## src/rtl/array_input_ctrl.sv

```systemverilog
// Sequencing controller for the switch/button array-entry block: count select, entry, capture, hand-off.
// Optional idle-entry timeout in INPUT is compiled in when INPUT_TIMEOUT_EN is defined.
module array_input_ctrl #(
    parameter int MAX_COUNT      = 4,
    parameter int DATA_W         = 20,
    parameter int TIMEOUT_CYCLES = 100_000_000
) (
    input  logic              clk,
    input  logic              rst_n,
    input  logic [2:0]        press,
    input  logic [2:0]        count_sel,
    input  logic              arr_over,
    input  logic [DATA_W-1:0] arr_data,
    output logic              arr_en,
    output logic [3:0]        arr_target,
    output logic              out_valid,
    input  logic              out_ready,
    output logic [DATA_W-1:0] out_data,
    output logic [2:0]        out_count,
    output logic [1:0]        state_o,
    output logic              err,
    output logic [1:0]        err_code,
    output logic [7:0]        xfer_cnt
);

    localparam logic [1:0] ST_IDLE  = 2'b00;
    localparam logic [1:0] ST_SEL   = 2'b01;
    localparam logic [1:0] ST_INPUT = 2'b10;
    localparam logic [1:0] ST_DONE  = 2'b11;

    localparam logic [2:0] P_NXT  = 3'b000;
    localparam logic [2:0] P_RLS  = 3'b001;
    localparam logic [2:0] P_CON  = 3'b010;
    localparam logic [2:0] P_DEL  = 3'b011;
    localparam logic [2:0] P_RIS  = 3'b100;
    localparam logic [2:0] P_NONE = 3'b111;

    localparam logic [3:0] MAX_CNT_L = 4'(MAX_COUNT);

    localparam logic [1:0] EC_BAD_COUNT = 2'b01;
    localparam logic [1:0] EC_TIMEOUT   = 2'b10;

    logic [1:0] state;
    logic [1:0] state_nxt;
    logic       sel_ok;
    logic       bad_cnt;
    logic       capture;
    logic       xfer;
    logic       timeout;
    logic       timeout_hit;
    logic       count_ok;

    assign count_ok = (count_sel != 3'd0) && ({1'b0, count_sel} <= MAX_CNT_L);
    assign state_o  = state;

`ifdef INPUT_TIMEOUT_EN
    localparam int TO_W = $clog2(TIMEOUT_CYCLES + 1);
    localparam logic [TO_W-1:0] TO_LAST = TO_W'(TIMEOUT_CYCLES - 1);

    logic [TO_W-1:0] idle_cnt;

    // Counter restarts on every real press and whenever INPUT is not the current state,
    // so it is always zero on the first INPUT cycle.
    always_ff @(posedge clk or negedge rst_n) begin
        if (!rst_n) begin
            idle_cnt <= '0;
        end else if (state != ST_INPUT || press != P_NONE) begin
            idle_cnt <= '0;
        end else begin
            idle_cnt <= idle_cnt + 1'b1;
        end
    end

    assign timeout_hit = (state == ST_INPUT) && (press == P_NONE) && (idle_cnt == TO_LAST);
`else
    assign timeout_hit = 1'b0;
`endif

    // Output handshake: a word moves when out_valid && out_ready on a rising clk edge.
    // out_valid, out_data and out_count are held unchanged until then (or until rls aborts).
    always_comb begin
        state_nxt = state;
        sel_ok    = 1'b0;
        bad_cnt   = 1'b0;
        capture   = 1'b0;
        xfer      = 1'b0;
        timeout   = 1'b0;
        case (state)
            ST_IDLE: begin
                if (press == P_CON) state_nxt = ST_SEL;
            end
            ST_SEL: begin
                if (press == P_CON) begin
                    if (count_ok) begin
                        sel_ok    = 1'b1;
                        state_nxt = ST_INPUT;
                    end else begin
                        bad_cnt = 1'b1;
                    end
                end else if (press == P_RLS) begin
                    state_nxt = ST_IDLE;
                end
            end
            ST_INPUT: begin
                // A finished array is never discarded, even when an abort arrives alongside it.
                if (arr_over) begin
                    capture   = 1'b1;
                    state_nxt = ST_DONE;
                end else if (timeout_hit) begin
                    timeout   = 1'b1;
                    state_nxt = ST_IDLE;
                end else if (press == P_RLS) begin
                    state_nxt = ST_IDLE;
                end else if (press == P_RIS) begin
                    state_nxt = ST_SEL;
                end
            end
            ST_DONE: begin
                if (out_valid && out_ready) begin
                    xfer      = 1'b1;
                    state_nxt = ST_IDLE;
                end else if (press == P_RLS) begin
                    state_nxt = ST_IDLE;
                end
            end
            default: state_nxt = ST_IDLE;
        endcase
    end

    always_ff @(posedge clk or negedge rst_n) begin
        if (!rst_n) begin
            state      <= ST_IDLE;
            arr_en     <= 1'b0;
            arr_target <= 4'd0;
            out_valid  <= 1'b0;
            out_data   <= '0;
            out_count  <= 3'd0;
            err        <= 1'b0;
            err_code   <= 2'b00;
            xfer_cnt   <= 8'd0;
        end else begin
            state     <= state_nxt;
            arr_en    <= (state_nxt == ST_INPUT);
            out_valid <= (state_nxt == ST_DONE);
            err       <= bad_cnt | timeout;
            if (sel_ok) arr_target <= {1'b0, count_sel};
            if (capture) begin
                out_data  <= arr_data;
                out_count <= arr_target[2:0];
            end
            if (bad_cnt) begin
                err_code <= EC_BAD_COUNT;
            end else if (timeout) begin
                err_code <= EC_TIMEOUT;
            end
            if (xfer) xfer_cnt <= xfer_cnt + 8'd1;
        end
    end

    // nxt and del only matter to the datapath; named here so the code map stays complete.
    logic unused_codes;
    assign unused_codes = (press == P_NXT) | (press == P_DEL);

endmodule
```

## config.mk

```make
export PLATFORM = sky130hd
export DESIGN_NAME = array_input_ctrl
export DESIGN_NICKNAME = d
export VERILOG_FILES = /design/src/rtl/array_input_ctrl.sv
export SDC_FILE = /design/constraint.sdc
export NUM_CORES = 1
export LEC_CHECK = 0
export CORE_AREA = 2 2 58 114
export CTS_BUF_LIST = sky130_fd_sc_hd__clkbuf_16
export DETAILED_ROUTE_END_ITERATION = 12
export DIE_AREA = 0 0 60 116
export MAX_ROUTING_LAYER = met4
export PLACE_DENSITY = 0.56
export SETUP_SLACK_MARGIN = 0.02
export SLEW_MARGIN = 20
export SYNTH_ARGS = -nofsm -noshare
export SYNTH_HDL_FRONTEND = slang
export SYNTH_SLANG_ARGS = --single-unit
export TNS_END_PERCENT = 1
```

## constraint.sdc

```tcl
create_clock -name clk -period 4 [get_ports clk]
set_input_delay 0.8 -clock clk [delete_from_list [all_inputs] [get_ports clk]]
set_output_delay 0.8 -clock clk [all_outputs]
set_load 0.03 [all_outputs]
```

# Word-level counts from Yosys, hierarchy flattened
# Cells that the tools add are included.
[totals] ff_bits=41 input_bits=30 word_cells=43
[classes] addsub=1 magnitude_cmp=1 eq_ne=8 muxes=20 n_reduce_logical=4
[op_table] cell="2-to-1 mux 2 bit" count=9
[op_table] cell="2-to-1 mux 1 bit" count=10
[op_table] cell="adder 8 x 1 -> 8 bit, second input constant" count=1
[op_table] cell="equality test 2 bit, second input constant" count=4
[op_table] cell="one-hot mux 2 bit (4 select lines)" count=1
[op_table] cell="equality test 3 x 1 -> 1 bit, second input constant" count=1
[op_table] cell="equality test 3 x 2 -> 1 bit, second input constant" count=1
[op_table] cell="equality test 3 bit, second input constant" count=1
[op_table] cell="less-or-equal comparator 3 bit, second input constant" count=1
[op_table] cell="nonzero test 3 bit" count=1
[op_table] cell="equality test 2 x 1 -> 1 bit, second input constant" count=1
[op_table] cell="logical AND 1 bit" count=2
[op_table] cell="logical NOT 2 bit" count=1

# Logic depth before layout (Yosys ltp)
[logic_depth] depth_word=6 ltp_mapped=5 depth_no_buf=4

# Least setup slack after synthesis
# OpenSTA, ideal clock, no wires.
[synth_timing] path_type="in2reg" start="in count_sel[1]" end="reg arr_target[0]" setup_ps=128 arrival_ps=1632 slack_ps=2240 cell_stages=3 path_buffers=0 path_cell_list="or3_4 -> nand4_1 -> mux2_1"
[synth_between] elab_chain_cells=5 elab_cells_between_ends=6 classes_between="order compare (1); mux (3); reduce/logical (2)"
[synth_lines] item="from (decl)" line_no="11" rtl="input logic [2:0] count_sel,"
[synth_lines] item="less-or-equal comparator 3 bit / nonzero test 3 bit (equally long branches)" line_no="53" rtl="assign count_ok = (count_sel != 3'd0) && ({1'b0, count_sel} <= MAX_CNT_L);"
[synth_lines] item="logical AND 1 bit *" line_no="53"
[synth_lines] item="2-to-1 mux 1 bit *" line_no="94" rtl="if (count_ok) begin"
[synth_lines] item="2-to-1 mux 1 bit *" line_no="93" rtl="if (press == P_CON) begin"
[synth_lines] item="2-to-1 mux 1 bit *" line_no="88" rtl="case (state)"
[synth_lines] item="to (signal assigned)" line_no="146" rtl="if (sel_ok) arr_target <= {1'b0, count_sel};"
[synth_lines] item="to (decl)" line_no="15" rtl="output logic [3:0] arr_target,"
# Every way passes the cells marked *; elsewhere a longest branch is shown, timed or not.
# A chain may end at the register's enable or synchronous reset.

# Final worst setup path
[layout_timing] start="reg state[0], in the netlist state_o[0]" end="out state_o[0]"
[layout_lines] item="from (decl)" line_no="43" rtl="logic [1:0] state;"
[layout_lines] item="from (signal assigned)" line_no="142" rtl="state <= state_nxt;"
[layout_lines] item="to (decl)" line_no="20" rtl="output logic [1:0] state_o,"
# No word-level cell between the ends.

==> out/qor.csv <==
stage,metric,value,unit
synth,synthFlopType,dfrtp_1,
clocking,cts_tree,built,
grt,overflow,0,
power_and_ir_drop,p_int,1280,uW
synth,synth.most_common_cell,dfrtp_1,
floorplanning,fp.dieW,60,um
timing,rsz0062_at_grt,no,
power_and_ir_drop,peakVddDrop,0.390,mV
clocking,cts.clk_slew.worst_paths,0.05,ns
placement,gp_congestion,0.734,
synth,ys_ff_latch,40,
critical_path,reg2reg_from,state_o[1],
critical_path,crit_path_start,state_o[0],
final_layout,drive_above_1_share,19.6,%
grt,grt_max_degree,41,
clocking,clockRootBuffer,clkbuf_16,
timing,layout_min_cycle_time,2.24,ns
synth,synth_edf_count,0,
synth,synth_top_area_share,57.1,%
final_layout,nets,225,
hold_path,hold_class,flop to flop,
critical_path,required,3.20,ns
critical_path,slowest_delay,0.71,ns
grt,antenna_found_initial,0,
clocking,cts_buffers,5,
clocking,ctsResizeCount,0,
floorplanning,core_area,6060,um2
floorplanning,rows,40,
synth,ys_seq_area_share,57.1,%
critical_path,crit_type,flop to output port,
detailed_routing,drt.antenna.violating_nets,0,
power_and_ir_drop,powerDensity,773,nW/um2
critical_path,worstPathArrival,1.44,ns
placement,place_area,2500,um2
synth,synth_area_per_cell,14.4,um2
synth,syn-cell-area,1750,um2
critical_path,critical_path.max_fanout,7,
timing,fin_crit_sh,55.9,%
detailed_routing,drc,0,
critical_path,cp_num_buf_inv,1,
clocking,cts.path.max_buffers,2,
status,status,finished clean,
clocking,cts_hold_buffers,0,
placement,io_buffers,69,
critical_path,slowest_stage,clkdlybuf4s50_1,
floorplanning,dieArea,6960,um2
power_and_ir_drop,p_leak,0.00118,uW
detailed_routing,via_per_inst,4.43,
grt,grt_pass1_wl,6540,um
synth,ys_top_cells_by_area,"dfrtp_1 57%, mux2_4 15%, mux2_2 3.9%",
clocking,clock_latency,0.27,ns
floorplanning,die_y,116,um
critical_path,cp_cell_sequence,clkdlybuf4s50_1,
detailed_routing,avgRoutedWirePerCell,14.8,um
grt,grtUsageTotal,13.2,%
power_and_ir_drop,power.share.sequential,33.2,%
final_layout,final_area,2630,um2
hold_path,hp-start,xfer_cnt[7],
synth,synthTopCellsByCount,"40 x dfrtp_1, 18 x mux2_4, 6 x mux2_2, 6 x nand2_1, 6 x xnor2_1",
critical_path,path_delay_family,buffers and inverters,
timing,finalSetupViolations,0,
timing,worst_pin_slew,0.882,ns
run,cap_violations,0,
critical_path,end_kind,output port,
floorplanning,initial_utilization,28.9,%
clocking,clock_sinks,40,
clocking,cts_htree_levels,2,
timing,hold_viol,0,
timing,fmaxAchievable,447,MHz
final_layout,area_growth,50.2,%
clocking,post_cts_buffers,0,
critical_path,cp-start-kind,flop,
synth,synth_cell_type_count,35,
critical_path,ff2ff_setup_slack,2.20,ns
grt,grt_pass1_vias,1358,
detailed_routing,vias,1231,
timing,relSlewSlack,41.2,%
floorplanning,io_pins,72,
timing,skew,0.00249,ns
detailed_routing,drt_pass1_iterations,4,
synth,ys_warn_count,0,
placement,dp_hpwl,3130,um
power_and_ir_drop,clockPowerShare,17.9,%
timing,hold_ws,0.483,ns
timing,fin_setup_tns,0,ns
power_and_ir_drop,power_switching,760,uW
synth,synth_cells,122,
timing,slew_viol_final,0,
final_layout,insertedDiodeCount,0,
power_and_ir_drop,combPwrFrac,48.9,%
detailed_routing,drt_wl_total,4120,um
synth,synth_largest_area_cell,dfrtp_1,
power_and_ir_drop,swShare,37.4,%
detailed_routing,drt-initial-drc-count,18,
synth,async_reset_ff_share,100,%
registers in the layout, summed over array words and instances, names as in the netlist:
signal	cells
xfer_cnt	8
out_valid	1
arr_target	3
err_code	1
out_count	3
out_data	20
state_o	2
arr_en	1
err	1
worst reg2reg max path: cells and delay by family (launching register included):
family        cells  cell delay (ns)
simple gates      4             1.25
flops             1             0.44
layout by cell type, fill, tap and decap left out, drive strengths merged:
cell,synthesis,routed
dfrtp,40,40
clkbuf,0,5
and2,2,2
a211oi,1,1
a21oi,2,2
xnor2,6,6
ha,1,1
and4,1,1
nand4,5,5
nor2b,2,2
nand3,1,1
and3,2,2
nor3b,2,2
or3,2,2
nand2,7,7
buf,5,1
or3b,1,1
o21ai,3,3
clkdlybuf4s50,0,68
xor2,2,2
clkinv,0,1
nor2,4,4
or2,2,2
conb,1,2
mux2,26,26
a31oi,1,1
inv,1,2
o31ai,2,2
stage by stage:
step                      setup WS (ns)  utilization (%)  instances  total power, uW
final                              1.76             43.5        278             2040
after global routing               1.71             43.5        278             2140
after CTS                          1.74             43.5        278             2070
after detailed placement           1.54             41.3        271             1690
after global placement             1.57             41.3        271             1670
after floorplan                    2.24                -        123             1260
routing by layer:
metal  share of wire [%]  vias to the layer above  GRT usage, %
li1                    -                      565             -
met4                 2.4                        0          5.93
met1                  35                      614          13.2
met2                  58                       45          23.5
met5                   0                        -             -
met3                 5.2                        7          2.79
cell type report:
type                            instances  area (um2)
Sequential cell                        40        1000
Tap cell                               84         105
Clock inverter                          2        8.76
Timing Repair Buffer                   69         686
Inverter                                1        3.75
Clock buffer                            5         125
Fill cell                             576        3420
Multi-Input combinational cell         77         703
final timing paths:
| path | end | cells past startpoint |
|---|---|---|
| worst max-delay path | state_o[0] | 1 |
| worst min-delay path | xfer_cnt[7] | 1 |
| worst max register to register | arr_en | 4 |
| worst min register to register | xfer_cnt[7] | 1 |
| max in group asynchronous | out_data[8] | 1 |
| min in group asynchronous | err | 1 |
power groups by stage:
stage                     Combinational, uW  Sequential, uW  Clock, uW
after detailed placement               1000             683          0
after floorplan                         279             982          0
after CTS                              1010             679        381
final                                   995             677        364
after global placement                  995             673          0
after global routing                   1050             699        397
cells by family after synthesis:
logic type | after synthesis | synth area share, %
xor gates and xnor gates | 8 | 4.00
buffers and inverters | 6 | 3.00
muxes | 26 | 20.6
and+or+nand+nor | 31 | 11.1
DFF | 40 | 57.1
other | 1 | 0.214
adders and majority gates | 1 | 0.714
AOI/OAI and AO/OA | 9 | 3.35
(Power assumes the default switching activity.)
